**config.mk**
```make
export PLATFORM = sky130hd
export DESIGN_NAME = pixel_dispatch
export DESIGN_NICKNAME = d
export VERILOG_FILES = /design/src/rtl/pixel_dispatch.sv
export SDC_FILE = /design/constraint.sdc
export NUM_CORES = 1
export LEC_CHECK = 0
export ABC_AREA = 1
export BUFFER_PORTS_ARGS = -buffer_cell sky130_fd_sc_hd__buf_2
export CAP_MARGIN = 20
export CORE_ASPECT_RATIO = 1.1
export CORE_UTILIZATION = 56
export CTS_BUF_LIST = sky130_fd_sc_hd__clkbuf_8 sky130_fd_sc_hd__clkbuf_16
export CTS_CLUSTER_DIAMETER = 200
export DETAILED_ROUTE_END_ITERATION = 12
export PLACE_DENSITY = 0.89
export SLEW_MARGIN = 15
export SYNTH_ARGS = -nofsm -noshare
export SYNTH_HDL_FRONTEND = slang
export SYNTH_SLANG_ARGS = --single-unit
```
**constraint.sdc**
```tcl
create_clock -name aclk -period 3.7 [get_ports aclk]
set_input_delay 0.74 -clock aclk [delete_from_list [all_inputs] [get_ports aclk]]
set_output_delay 0.74 -clock aclk [all_outputs]
set_load 0.01 [all_outputs]
```
**src/rtl/pixel_dispatch.sv**
```systemverilog
// ---------------------------------------------------------------------------
// pixel_dispatch
//
// Frame-level producer/consumer for the renderer pixel stream.
//   * Issues raster-order (x,y) coordinate beats on two independent
//     AXI-stream channels (hcount / vcount).
//   * Bounds the number of issued-but-unreturned pixels with a credit counter.
//   * Accepts the returned pixel stream with its echoed coordinates, checks
//     the echo against the expected raster position and writes each pixel
//     to the framebuffer port one cycle after acceptance.
//
// Handshake rule used on every stream port: a transfer happens on a cycle
// where tvalid and tready are both high. A producer never drops tvalid or
// changes tdata while waiting for tready.
//
// Build option:
//   PIXEL_DISPATCH_RGB565_EN  defined   -> fb_data is RGB565 (16 bits,
//                                          truncated from RGB888)
//                             undefined -> fb_data is RGB888 (24 bits)
//
// Ports:
//   aclk, areset         clock, synchronous active-high reset
//   start                pulse, starts one frame when idle
//   busy                 high while issuing or draining a frame
//   frame_done           one-cycle pulse after the final framebuffer write
//   err_seq              sticky echo-mismatch / spurious-pixel flag
//   hcount_axis_*        x coordinate stream (out)
//   vcount_axis_*        y coordinate stream (out)
//   pixel_axis_*         returned pixel stream (in), RGB888 {r,g,b}
//   hcount_in, vcount_in coordinates echoed alongside each pixel
//   fb_addr/fb_data/fb_we framebuffer write port
//   state_dbg            current FSM state (0 idle,1 issue,2 drain,3 done)
// ---------------------------------------------------------------------------
module pixel_dispatch #(
    parameter int H_RES        = 320,
    parameter int V_RES        = 180,
    parameter int MAX_INFLIGHT = 512,
    parameter int FB_ADDR_W    = 16,
`ifdef PIXEL_DISPATCH_RGB565_EN
    localparam int FB_DATA_W   = 16
`else
    localparam int FB_DATA_W   = 24
`endif
) (
    input  logic                 aclk,
    input  logic                 areset,
    input  logic                 start,
    output logic                 busy,
    output logic                 frame_done,
    output logic                 err_seq,
    output logic [10:0]          hcount_axis_tdata,
    output logic                 hcount_axis_tvalid,
    input  logic                 hcount_axis_tready,
    output logic [9:0]           vcount_axis_tdata,
    output logic                 vcount_axis_tvalid,
    input  logic                 vcount_axis_tready,
    input  logic [23:0]          pixel_axis_tdata,
    input  logic                 pixel_axis_tvalid,
    output logic                 pixel_axis_tready,
    input  logic [10:0]          hcount_in,
    input  logic [9:0]           vcount_in,
    output logic [FB_ADDR_W-1:0] fb_addr,
    output logic [FB_DATA_W-1:0] fb_data,
    output logic                 fb_we,
    output logic [1:0]           state_dbg
);

    localparam int IF_W  = $clog2(MAX_INFLIGHT + 1);
    localparam int CNT_W = FB_ADDR_W + 1;

    localparam logic [10:0]      X_LAST = 11'(H_RES - 1);
    localparam logic [9:0]       Y_LAST = 10'(V_RES - 1);
    localparam logic [CNT_W-1:0] TOTAL  = CNT_W'(H_RES * V_RES);
    localparam logic [IF_W:0]    MAX_V  = (IF_W + 1)'(MAX_INFLIGHT);

    typedef enum logic [1:0] {
        S_IDLE  = 2'd0,
        S_ISSUE = 2'd1,
        S_DRAIN = 2'd2,
        S_DONE  = 2'd3
    } state_t;

    state_t state;

    // Per-channel "this channel already handed off the current beat".
    logic h_done;
    logic v_done;

    logic [IF_W-1:0]  inflight;
    logic [CNT_W-1:0] wr_cnt;

    // Raster position expected for the next returned pixel (tracks wr_cnt).
    logic [10:0] exp_x;
    logic [9:0]  exp_y;

    logic           h_fire;
    logic           v_fire;
    logic           beat_done;
    logic           last_beat;
    logic           accept;
    logic           spurious;
    logic           good_accept;
    logic           credit_ok;
    logic           coord_ok;
    logic [IF_W:0]  inflight_next;
    logic [FB_DATA_W-1:0] pix_conv;

    assign busy              = (state == S_ISSUE) || (state == S_DRAIN);
    assign pixel_axis_tready = busy;
    assign state_dbg         = state;

`ifdef PIXEL_DISPATCH_RGB565_EN
    assign pix_conv = {pixel_axis_tdata[23:19], pixel_axis_tdata[15:10], pixel_axis_tdata[7:3]};
`else
    assign pix_conv = pixel_axis_tdata;
`endif

    always_comb begin
        h_fire        = hcount_axis_tvalid && hcount_axis_tready;
        v_fire        = vcount_axis_tvalid && vcount_axis_tready;
        // A beat completes once both channels have handed off, either in
        // this cycle or in an earlier one.
        beat_done     = (state == S_ISSUE) && (h_done || h_fire) && (v_done || v_fire);
        last_beat     = beat_done && (hcount_axis_tdata == X_LAST) && (vcount_axis_tdata == Y_LAST);
        accept        = pixel_axis_tvalid && busy;
        // A pixel with no outstanding credit cannot belong to this frame.
        spurious      = accept && (inflight == '0);
        good_accept   = accept && (inflight != '0);
        inflight_next = {1'b0, inflight} + (IF_W + 1)'(beat_done) - (IF_W + 1)'(good_accept);
        // Valids for the next cycle are raised only if that cycle's count
        // leaves room for one more beat.
        credit_ok     = inflight_next < MAX_V;
        coord_ok      = (hcount_in == exp_x) && (vcount_in == exp_y);
    end

    always_ff @(posedge aclk) begin
        if (areset) begin
            state              <= S_IDLE;
            h_done             <= 1'b0;
            v_done             <= 1'b0;
            hcount_axis_tvalid <= 1'b0;
            vcount_axis_tvalid <= 1'b0;
            hcount_axis_tdata  <= '0;
            vcount_axis_tdata  <= '0;
            inflight           <= '0;
            wr_cnt             <= '0;
            exp_x              <= '0;
            exp_y              <= '0;
            err_seq            <= 1'b0;
            frame_done         <= 1'b0;
            fb_we              <= 1'b0;
            fb_addr            <= '0;
            fb_data            <= '0;
        end else begin
            fb_we      <= 1'b0;
            frame_done <= 1'b0;

            // Return path: only active in ISSUE/DRAIN because accept is
            // qualified by busy.
            if (good_accept) begin
                fb_we   <= 1'b1;
                fb_addr <= wr_cnt[FB_ADDR_W-1:0];
                fb_data <= pix_conv;
                wr_cnt  <= wr_cnt + 1'b1;
                if (exp_x == X_LAST) begin
                    exp_x <= '0;
                    exp_y <= exp_y + 1'b1;
                end else begin
                    exp_x <= exp_x + 1'b1;
                end
                if (!coord_ok) begin
                    err_seq <= 1'b1;
                end
            end
            if (spurious) begin
                err_seq <= 1'b1;
            end
            if (busy) begin
                inflight <= inflight_next[IF_W-1:0];
            end

            case (state)
                S_IDLE: begin
                    if (start) begin
                        state              <= S_ISSUE;
                        h_done             <= 1'b0;
                        v_done             <= 1'b0;
                        hcount_axis_tdata  <= '0;
                        vcount_axis_tdata  <= '0;
                        inflight           <= '0;
                        wr_cnt             <= '0;
                        exp_x              <= '0;
                        exp_y              <= '0;
                        err_seq            <= 1'b0;
                        // The credit counter is empty at frame start, so
                        // the first beat can be offered immediately.
                        hcount_axis_tvalid <= 1'b1;
                        vcount_axis_tvalid <= 1'b1;
                    end
                end

                S_ISSUE: begin
                    if (beat_done) begin
                        h_done <= 1'b0;
                        v_done <= 1'b0;
                        if (last_beat) begin
                            hcount_axis_tvalid <= 1'b0;
                            vcount_axis_tvalid <= 1'b0;
                            state              <= S_DRAIN;
                        end else begin
                            if (hcount_axis_tdata == X_LAST) begin
                                hcount_axis_tdata <= '0;
                                vcount_axis_tdata <= vcount_axis_tdata + 1'b1;
                            end else begin
                                hcount_axis_tdata <= hcount_axis_tdata + 1'b1;
                            end
                            hcount_axis_tvalid <= credit_ok;
                            vcount_axis_tvalid <= credit_ok;
                        end
                    end else begin
                        // Channels progress independently within a beat.
                        if (h_fire) begin
                            h_done             <= 1'b1;
                            hcount_axis_tvalid <= 1'b0;
                        end else if (!hcount_axis_tvalid && !h_done && credit_ok) begin
                            hcount_axis_tvalid <= 1'b1;
                        end
                        if (v_fire) begin
                            v_done             <= 1'b1;
                            vcount_axis_tvalid <= 1'b0;
                        end else if (!vcount_axis_tvalid && !v_done && credit_ok) begin
                            vcount_axis_tvalid <= 1'b1;
                        end
                    end
                end

                S_DRAIN: begin
                    // wr_cnt reaches TOTAL in the cycle the final write is
                    // on the port, so frame_done lands one cycle later.
                    if (wr_cnt == TOTAL) begin
                        state      <= S_DONE;
                        frame_done <= 1'b1;
                    end
                end

                S_DONE: begin
                    state <= S_IDLE;
                end

                default: begin
                    state <= S_IDLE;
                end
            endcase
        end
    end

endmodule

```
==> results.md, run 1 <==
* Slew @ Worst Pin at 0.707 ns
* Global Route Usage Sum at 0.271
* Core Area at about 11000 µm²
* Detailed-route via count at 5970
* GR Overflow Total at 0
* Fin area at approximately 7500 µm²
* VDD IR-drop max at between 0.5 and 0.6 mV
* PortBufs at 120
* Worst Path Class, Setup: flip-flop to flip-flop
* Setup TNS at 0 ns
* Clk Latency, worst-skew pair at 0.42 ns
* Mapped Area at roughly 6200 µm²
* DR pass1 iterations at 5
* Crit path arrival time at between 3 and 4 ns
* First-pass GRT wire length at approximately 25000 µm
* Status: finished clean
* CTS Hold Bufs at 0
* Count of different cell masters after synthesis at between 40 and 50
* Post-synth EDFFs at 0
* Synth Instances at roughly 880
* Antenna Nets Post-Route at 0
* Max-cap viol count at 0
* Cell mode on critical path: nand2_1
* Crit end category: flip-flop
* Crit path launch type: flip-flop
* Slew HR at 0.524
* Synthesis-stage register bit count at roughly 120
* Post-synth net total at around 960
* Worst hold path depth at 2
* Detailed router's first-iteration violation count at between 300 and 400
* Register area share after synthesis at 0.380
* Layout cells sized above 1 at 0.186
* WP buf/inv at 6
* Fmax at 311 MHz
* Sink Count at about 120
* Die area at about 12000 µm²
* Final hold violation count at 0
* Pleak at between 3 and 4 nW
* RSZ-0062 raised after global routing: false
* Fin Clk Skew at 0.00806 ns
* Yosys top cell area share at 0.380
* Worst path required time at between 4 and 5 ns
* # nets final at 1075
* Core Rows at 39
* YS warnings at 0
* Die height at around 110 µm
* Crit-path cells: inv_1 -> ha_1 -> inv_1 -> a21oi_2 -> o21ai_2 -> ha_1 -> inv_1 -> ha_1 -> inv_1 -> fa_1 -> inv_1 -> nand2_1 -> nand2_1 -> nand3_1 -> nand2_1 -> nand2_1 -> nand2_1 -> nand2_1 -> nand2_1 -> nand3_1 -> nand2_1 -> inv_1 -> nor2_1 -> nor2_1
* Ys async rst share at 0
* Synth top area cells: dfxtp_1, nor2_1, nand2_1, inv_1, ha_1
* Avg WL per Cell at 12.8 µm
* # DRC at 0
* Placed instance area at just under 7000 µm²
* Min Tclk post-route at about 3.2 ns
* Routed wire length at roughly 15000 µm
* Area grow syn2layout at 20.0%
* Synth Flop Type: dfxtp_1
* Initial antenna violation count at 0
* Post-cts gate resize count at 0
* Worst-path clk slew at about 0.05 ns
* Cell taking the most area after synthesis: dfxtp_1
* Final Setup Violations at 0
* CTS tree: built
* Final period utilization at 0.869
* R2R depth at 24
* Vias in the first global route at roughly 5600
* # diodes at 0
* Via-to-Cell Ratio at between 5 and 6
* Final HPWL DP at 10400 µm
* Crit-path max FO at 11
* Post-CTS Setup Bufs at 0
* CTS Buffer Depth at 2
* Post-synth top cells: nor2_1, nand2_1, dfxtp_1
* CP max stage cell: dfxtp_1
* Delay of the slowest cell on the worst path at 0.36 ns
* Final Wtd Congestion at between 0.8 and 0.9
* Mean Syn Cell Area at about 7.0 µm²
* Fin. max-slew vios at 0
* Number of top-level pins at 121
* H-tree levels at 4
* Finished Core Util at 0.704
* Clock Tree Root: clkbuf_16
* Pin count of the biggest net entering global routing at 70
* Top-count cell post-synth: nor2_1
* Initial Util at 0.587
* CP Depth at 24
* Die width at 102 µm
* Worst hold path type: flip-flop to flip-flop
* CTS Buf Count at 17
* PD cells at about 800 nW/µm²
* Delay-heaviest family, CP: adder cells
==> metal layers <==
layer / vias to the layer above / track usage / part of all wire
met2: 177 / 0.449 / 0.49
met1: 2677 / 0.335 / 0.44
met5: - / 0 / 0
met3: 28 / 0.0598 / 0.054
li1: 3088 / - / -
met4: 0 / 0.113 / 0.021
==> metrics by stage <==
stage / power [mW] / cells / hold WS (ns) / setup WS (ns)
floorplan: 3.78 / 882 / 0.452 / 0.228
global placement: 4.36 / 1123 / 0.439 / 0.553
detailed placement: 4.44 / 1123 / 0.446 / 0.436
CTS: 5.96 / 1155 / 0.454 / 0.473
global route: 6.43 / 1155 / 0.486 / 0.122
finish: 5.95 / 1155 / 0.447 / 0.483
==> area by class of cell <==
class	instances	area [µm²]
multi-input combinational	625	3310
fill	828	3130
sequential	118	2360
timing repair buffer	126	646
clock buffer	20	467
inverter	111	417
tap	143	179
clock inverter	12	80.1
==> path summary, 6_finish.rpt <==
path	endpoint	from	slack, ns
setup reg to reg	hcount_axis_tvalid	state_dbg[1]	0.48
hold reg to reg	err_seq	err_seq	0.45
setup / recovery	hcount_axis_tvalid	state_dbg[1]	0.48
hold / removal	err_seq	err_seq	0.45
==> worst min-delay path: cells and delay by family (launching register included) <==
family / cells / cell delay (ns)
buf+inv: 1 / 0.05
compound gates: 1 / 0.05
flops: 1 / 0.30
==> state kept, by name, summed over array words and instances, names as in the netlist, 2 cells and up <==
| signal | flops |
|---|---|
| wr_cnt | 17 |
| hcount_axis_tdata | 11 |
| fb_data | 24 |
| state_dbg | 2 |
| vcount_axis_tdata | 10 |
| inflight | 10 |
| exp_x | 11 |
| exp_y | 10 |
| fb_addr | 16 |
==> layout by cell type, fill, tap and decap left out, types with 5 or more instances in the layout <==
cell and n:
buf_2 120, a21oi_1 52, nor3_1 35, dfxtp_1 118
nand2_1 142, nand4_1 17, o211ai_1 6, xor2_1 26
ha_1 24, xnor2_1 16, nor4_1 8, o21ai_0 60
buf_4 6, nor2_1 149, clkbuf_16 17, nand2_2 6
nand3_1 43, inv_1 108, a211oi_1 8, or2_2 5
==> kinds of logic (layout without fill, tap and decap cells) <==
group,count (synthesis),after routing,synth area share
AND/OR/NAND/NOR,420,420,0.300
buffers and inverters,139,269,0.0880
AO/OA/AOI/OAI,138,138,0.121
flip-flops,118,118,0.380
XOR/XNOR,42,42,0.0592
adder cells (fa/ha/maj),25,25,0.0515
==> where the power goes <==
| group | internal (mW) | switching, mW |
|---|---|---|
| logic | 0.942 | 1.78 |
| registers | 1.55 | 0.186 |
| clock network | 0.903 | 0.593 |
| total | 3.40 | 2.56 |
Note: power is estimated with default switching activity, not from simulation.
==> run 2: changes to the inputs <==
--- a/config.mk
+++ b/config.mk
@@ -5,15 +5,15 @@
 export SDC_FILE = /design/constraint.sdc
 export NUM_CORES = 1
 export LEC_CHECK = 0
-export ABC_AREA = 1
+export ABC_AREA = 0
 export BUFFER_PORTS_ARGS = -buffer_cell sky130_fd_sc_hd__buf_2
 export CAP_MARGIN = 20
 export CORE_ASPECT_RATIO = 1.1
-export CORE_UTILIZATION = 56
+export CORE_UTILIZATION = 55
 export CTS_BUF_LIST = sky130_fd_sc_hd__clkbuf_8 sky130_fd_sc_hd__clkbuf_16
 export CTS_CLUSTER_DIAMETER = 200
 export DETAILED_ROUTE_END_ITERATION = 12
-export PLACE_DENSITY = 0.89
+export PLACE_DENSITY = 0.88
 export SLEW_MARGIN = 15
 export SYNTH_ARGS = -nofsm -noshare
 export SYNTH_HDL_FRONTEND = slang
==> results.md, run 2 <==
* # diodes at 0
* DR pass1 iterations at 5
* Register area share after synthesis at 0.412
* Clock Tree Root: clkbuf_8
* Internal Power at about 3.2 mW
* GR Layer Usage met1 at 0.303
* Core Rows at 38
* Initial antenna violation count at 1
* Post-synth net total at 782
* Worst hold path type: input port to flip-flop
* Synthesis-stage register bit count at around 120
* Switching share of power at 0.391
* Worst-path clk slew at roughly 0.060 ns
* Largest regs: fb_data: 24 flops, wr_cnt: 17 flops, fb_addr: 16 flops
* Status: finished clean
* Global Route Usage Sum at 0.254
* CTS tree: built
* Pin count of the biggest net entering global routing at 53
* Max-cap viol count at 0
* Max reg flops at 24
* Worst path required time at 4.12 ns
* Pleak at roughly 2.9 nW
* Fmax at 290 MHz
* GR Util met2 at 0.433
* Placed instance area at between 6000 and 7000 µm²
* Clk Latency, worst-skew pair at 0.53 ns
* Die width at between 90 and 100 µm
* Antenna Nets Post-Route at 0
* Die area at about 11000 µm²
* Sink Count at 118
* CTS Buf Count at 17
* Final Setup Violations at 0
* Fin area at roughly 7000 µm²
* Ys async rst share at 0
* H-tree levels at 4
* Routed wire length at ~13000 µm
* Number of top-level pins at 121
* Worst Path Class, Setup: flip-flop to flip-flop
* Synth Instances at around 710
* Clock power share at 0.290
* Met3 usage in global routing at 0.0667
* CTS Buffer Depth at 2
* Crit path launch type: flip-flop
* Delay of the slowest cell on the worst path at between 0.4 and 0.5 ns
* Commonest cells after routing, fill and taps aside: buf_2, dfxtp_1, nand2_1
* Filler cells at roughly 800
* Cell taking the most area after synthesis: dfxtp_1
* # DRC at 0
* First-pass GRT wire length at 21900 µm
* Min Tclk post-route at ~3.5 ns
* Yosys top cell area share at 0.412
* Worst r2r src: state_dbg[1]
* Core Area at 9980 µm²
* Fin. max-slew vios at 0
* Crit-path cells: inv_1 -> ha_1 -> inv_2 -> or3_1 -> ha_1 -> inv_1 -> ha_1 -> inv_1 -> fa_1 -> nand2b_1 -> a2111oi_4 -> o31ai_1 -> a32oi_1 -> xnor2_1 -> a41o_1
* Avg WL per Cell at between 10 and 15 µm
* Synth top area cells: dfxtp_1, nand2_1, a21oi_1, xor2_1, ha_1
* CP max stage cell: or3_1
* Final Wtd Congestion at between 0.8 and 0.9
* GR Overflow Total at 0
* Post-cts gate resize count at 0
* Comb pwr share at 0.419
* Detailed router's first-iteration violation count at roughly 250
* Crit end category: flip-flop
* Top Usage Layer GRT: met2
* Final period utilization at 0.933
* Area grow syn2layout at 22.3%
* PD cells at approximately 750 nW/µm²
* YS warnings at 0
* Fin Clk Skew at between 0.007 and 0.008 ns
* Crit path from: state_dbg[1]
* VDD IR-drop max at approximately 0.42 mV
* Layout cells sized above 1 at 0.202
* # nets final at around 900
* Slew HR at 0.548
* Flop pwr share at 0.291
* Post-synth EDFFs at 0
* Top-count cell post-synth: dfxtp_1
* Final HPWL DP at just over 9000 µm
* RSZ-0062 raised after global routing: false
* Setup TNS at 0 ns
* Mean Syn Cell Area at 8.12 µm²
* Detailed-route via count at roughly 5200
* Switch Pwr at around 2 mW
* Final hold violation count at 0
* Hold Startpoint: pixel_axis_tdata[21]
* Biggest register: fb_data
* Slew @ Worst Pin at 0.676 ns
* Die height at roughly 110 µm
* PortBufs at 120
* Count of different cell masters after synthesis at 55
* Synth Flop Type: dfxtp_1
* Vias in the first global route at approximately 4900
* Via-to-Cell Ratio at between 5 and 6
* Crit path arrival time at 3.87 ns
* Mapped Area at about 5700 µm²
* Most common cell after layout, fill and taps aside: buf_2
* Crit-path max FO at 6
* Post-synth top cells: dfxtp_1, nand2_1, a21oi_1
* Initial Util at 0.574
[run 2: critical path, delay by kind of cell (launching register included)]
| family | cells | cell delay (ns) |
|---|---|---|
| and+or+nand+nor | 2 | 0.63 |
| adders and majority gates | 4 | 1.02 |
| DFF | 1 | 0.33 |
| AOI/OAI and AO/OA | 4 | 0.95 |
| buffers and inverters | 4 | 0.30 |
| xor gates and xnor gates | 1 | 0.12 |
[run 2: kinds of logic (layout without fill, tap and decap cells)]
family	count (synthesis)	count (layout)	share of synthesized area
DFF	118	118	0.412
and+or+nand+nor	302	302	0.253
adders and majority gates	25	25	0.0559
AOI/OAI and AO/OA	125	125	0.124
muxes	5	5	0.00873
buffers and inverters	63	193	0.0421
xor gates and xnor gates	68	68	0.104
[run 2: per-layer routing]
| layer | vias to the layer above | routed length, µm |
|---|---|---|
| li1 | 2660 | - |
| met2 | 176 | 6330 |
| met4 | 0 | 268 |
| met1 | 2388 | 5780 |
| met5 | - | 0 |
| met3 | 24 | 941 |
[run 2: worst paths after layout]
| kind | end | slack, ns | cells past startpoint |
|---|---|---|---|
| setup / recovery | hcount_axis_tvalid | 0.25 | 15 |
| hold reg to reg | fb_data[0] | 0.45 | 2 |
| hold / removal | fb_data[21] | 0.44 | 3 |
| setup reg to reg | hcount_axis_tvalid | 0.25 | 15 |
[run 2: power by group through the flow]
stage	clock, mW	sequential, mW	combinational (mW)
CTS	1.54	1.53	2.20
detailed placement	0	1.55	2.15
global route	1.59	1.55	2.42
finish	1.52	1.53	2.19
global placement	0	1.54	2.11
floorplan	0	1.58	1.65
[run 2: stage by stage]
step	util	cells	total power, mW	hold slack [ns]	setup WS [ns]
after floorplan	-	706	3.23	0.454	0.0841
after global placement	0.646	924	3.66	0.439	0.0840
after detailed placement	0.646	924	3.70	0.444	0.0294
after CTS	0.702	956	5.26	0.438	0.213
after global routing	0.702	956	5.56	0.447	0.0106
final	0.702	956	5.24	0.444	0.247
[run 2: final cells by class]
type	instances	area, µm²	share of cell area
Sequential cell	118	2360	0.337
Timing Repair Buffer	128	661	0.0943
Clock buffer	18	428	0.0610
Multi-Input combinational cell	525	3160	0.451
Inverter	33	124	0.0177
Clock inverter	14	126	0.0180
Tap cell	120	150	0.0214
[run 2: repair_timing]
item	4_1_cts	5_1_grt
buffers inserted	0	0
hold buffers	0	0
endpoints found under the setup margin	0	2
==> run 3: changes to the inputs <==
--- a/config.mk
+++ b/config.mk
@@ -9,11 +9,11 @@
 export BUFFER_PORTS_ARGS = -buffer_cell sky130_fd_sc_hd__buf_2
 export CAP_MARGIN = 20
 export CORE_ASPECT_RATIO = 1.1
-export CORE_UTILIZATION = 55
+export CORE_UTILIZATION = 54
 export CTS_BUF_LIST = sky130_fd_sc_hd__clkbuf_8 sky130_fd_sc_hd__clkbuf_16
 export CTS_CLUSTER_DIAMETER = 200
 export DETAILED_ROUTE_END_ITERATION = 12
-export PLACE_DENSITY = 0.88
+export PLACE_DENSITY = 0.87
 export SLEW_MARGIN = 15
 export SYNTH_ARGS = -nofsm -noshare
 export SYNTH_HDL_FRONTEND = slang
==> results.md, run 3 (synthesis results as in run 2) <==
* Status: finished clean
* Slew @ Worst Pin at 0.680 ns
* First-pass GRT wire length at approximately 21000 µm
* Biggest register: fb_data
* Slew HR at 0.546
* Hold Startpoint: fb_addr[2]
* VDD IR-drop max at between 0.4 and 0.5 mV
* CTS Buf Count at 17
* Final Wtd Congestion at between 0.8 and 0.9
* Worst r2r src: inflight[9]
* Area grow syn2layout at 24.4%
* Final HPWL DP at roughly 9000 µm
* Fin cells at slightly below 1000
* Hold Path Sink: fb_addr[2]
* Antenna Nets Post-Route at 0
* Via-to-Cell Ratio at 5.39
* Most common cell after layout, fill and taps aside: buf_2
* Filler cells at 827
* Pin count of the biggest net entering global routing at 53
* Multi-input logic area at between 3000 and 4000 µm²
* Fin area at between 7000 and 8000 µm²
* CTS Buffer Depth at 2
* Sink Count at 118
* Worst Path Class, Setup: flip-flop to flip-flop
* DR pass1 iterations at 5
* R2R depth at 16
* Largest regs: fb_data: 24 flops, wr_cnt: 17 flops, fb_addr: 16 flops
* # diodes at 0
* GR Overflow Total at 0
* Final period utilization at 0.938
* RSZ-0062 raised after global routing: false
* Dpl cells at 948
* # DRC at 0
* Detailed-route via count at 5281
* Fin. max-slew vios at 0
* Vias in the first global route at ~4700
* CTS Hold Bufs at 0
* Register area at around 2400 µm²
* Die height at between 100 and 150 µm
* Post-CTS Setup Bufs at 0
* Initial Util at 0.554
* Post-cts gate resize count at 0
* Core Rows at 39
* Layout cells sized above 1 at 0.202
* Routed wire length at 13100 µm
* Core Area at a little over 10000 µm²
* CTS tree: built
* Die area at roughly 11000 µm²
* Crit path arrival time at between 3 and 4 ns
* Clk Latency, worst-skew pair at roughly 0.40 ns
* Pleak at between 2 and 3 nW
* Final Setup Violations at 0
* Setup TNS at 0 ns
* Finished Core Util at 0.689
* Max-cap viol count at 0
* Reg2reg setup slack at about 0.23 ns
* Placed instance area at 6490 µm²
* Initial antenna violation count at 0
* Number of top-level pins at about 120
* Fmax at roughly 290 MHz
* Fin Clk Skew at approximately 0.012 ns
* Worst path required time at about 4.0 ns
* Commonest cells after routing, fill and taps aside: buf_2, dfxtp_1, nand2_1
* PD cells at 767 nW/µm²
* Min Tclk post-route at between 3 and 4 ns
* Crit end category: flip-flop
* Hold Slack at around 0.45 ns
* Die width at about 100 µm
* # nets final at 900
* Crit path launch type: flip-flop
* Worst-path clk slew at ~0.060 ns
* Clock Tree Root: clkbuf_16
* Final hold violation count at 0
* Max reg flops at 24
* Detailed router's first-iteration violation count at about 210
* PortBufs at 120
* Worst hold path depth at 2
* Worst hold path type: flip-flop to flip-flop
* Crit-path max FO at 3
* Avg WL per Cell at ~13 µm
* Global Route Usage Sum at 0.240
* H-tree levels at 4
* Reg-to-Reg End: hcount_axis_tvalid
run 3: cell types whose count changed in the layout (fill, tap and decap cells not counted), sizes merged:
cell    previous run  this run
buf              128       129
inv               36        37
bufinv             1         4
clkinv             8         4
run 3: worst max-delay path by stage:
| stage | startpoint | end | slack (ns) |
|---|---|---|---|
| 2_1_floorplan | state_dbg[0] | hcount_axis_tvalid | 0.08 |
| 3_5_place_dp | vcount_axis_tready | hcount_axis_tvalid | 0.07 |
| 6_report | inflight[9] | hcount_axis_tvalid | 0.23 |
| 3_3_place_gp | vcount_axis_tready | hcount_axis_tvalid | 0.13 |
| 4_1_cts | state_dbg[1] | hcount_axis_tvalid | 0.23 |
| 5_1_grt | state_dbg[1] | hcount_axis_tvalid | 0.06 |
run 3: area by class of cell:
| cell class | count | share of cell area |
|---|---|---|
| inverters | 33 | 0.0174 |
| clock buffers | 18 | 0.0616 |
| flip-flops and latches | 118 | 0.331 |
| multi-input cells | 525 | 0.443 |
| repair buffers | 129 | 0.0937 |
| well taps | 143 | 0.0251 |
| clock inverters | 14 | 0.0281 |
run 3: critical path: stages, from the launching register on:
cell and delay [ns]:
dfxtp_1 0.31, inv_1 0.11, ha_1 0.19, nand4bb_1 0.15, o211ai_1 0.25, inv_2 0.07
ha_1 0.30, inv_1 0.07, ha_1 0.17, inv_1 0.05, fa_1 0.38, nand2b_1 0.21
a2111oi_4 0.41, o31ai_1 0.12, a32oi_1 0.24, xnor2_1 0.17, a41o_1 0.19
run 3: where the power goes:
part	total, mW	internal (mW)	switching (mW)
Clock	1.75	1.15	0.599
Combinational	2.19	0.870	1.32
Sequential	1.53	1.42	0.108
run 3: stage by stage:
| step | power, mW | worst slack (ns) |
|---|---|---|
| final | 5.47 | 0.228 |
| after global routing | 5.82 | 0.0565 |
| after CTS | 5.49 | 0.227 |
| after detailed placement | 3.71 | 0.0659 |
| after global placement | 3.66 | 0.128 |
| after floorplan | 3.23 | 0.0841 |
run 3: metal layers:
| metal | part of all wire | track usage | vias to the layer above |
|---|---|---|---|
| met5 | 0 | 0 | - |
| met4 | 0.013 | 0.0901 | 0 |
| met3 | 0.047 | 0.0422 | 18 |
| met2 | 0.50 | 0.428 | 162 |
| met1 | 0.44 | 0.291 | 2452 |
| li1 | - | - | 2649 |
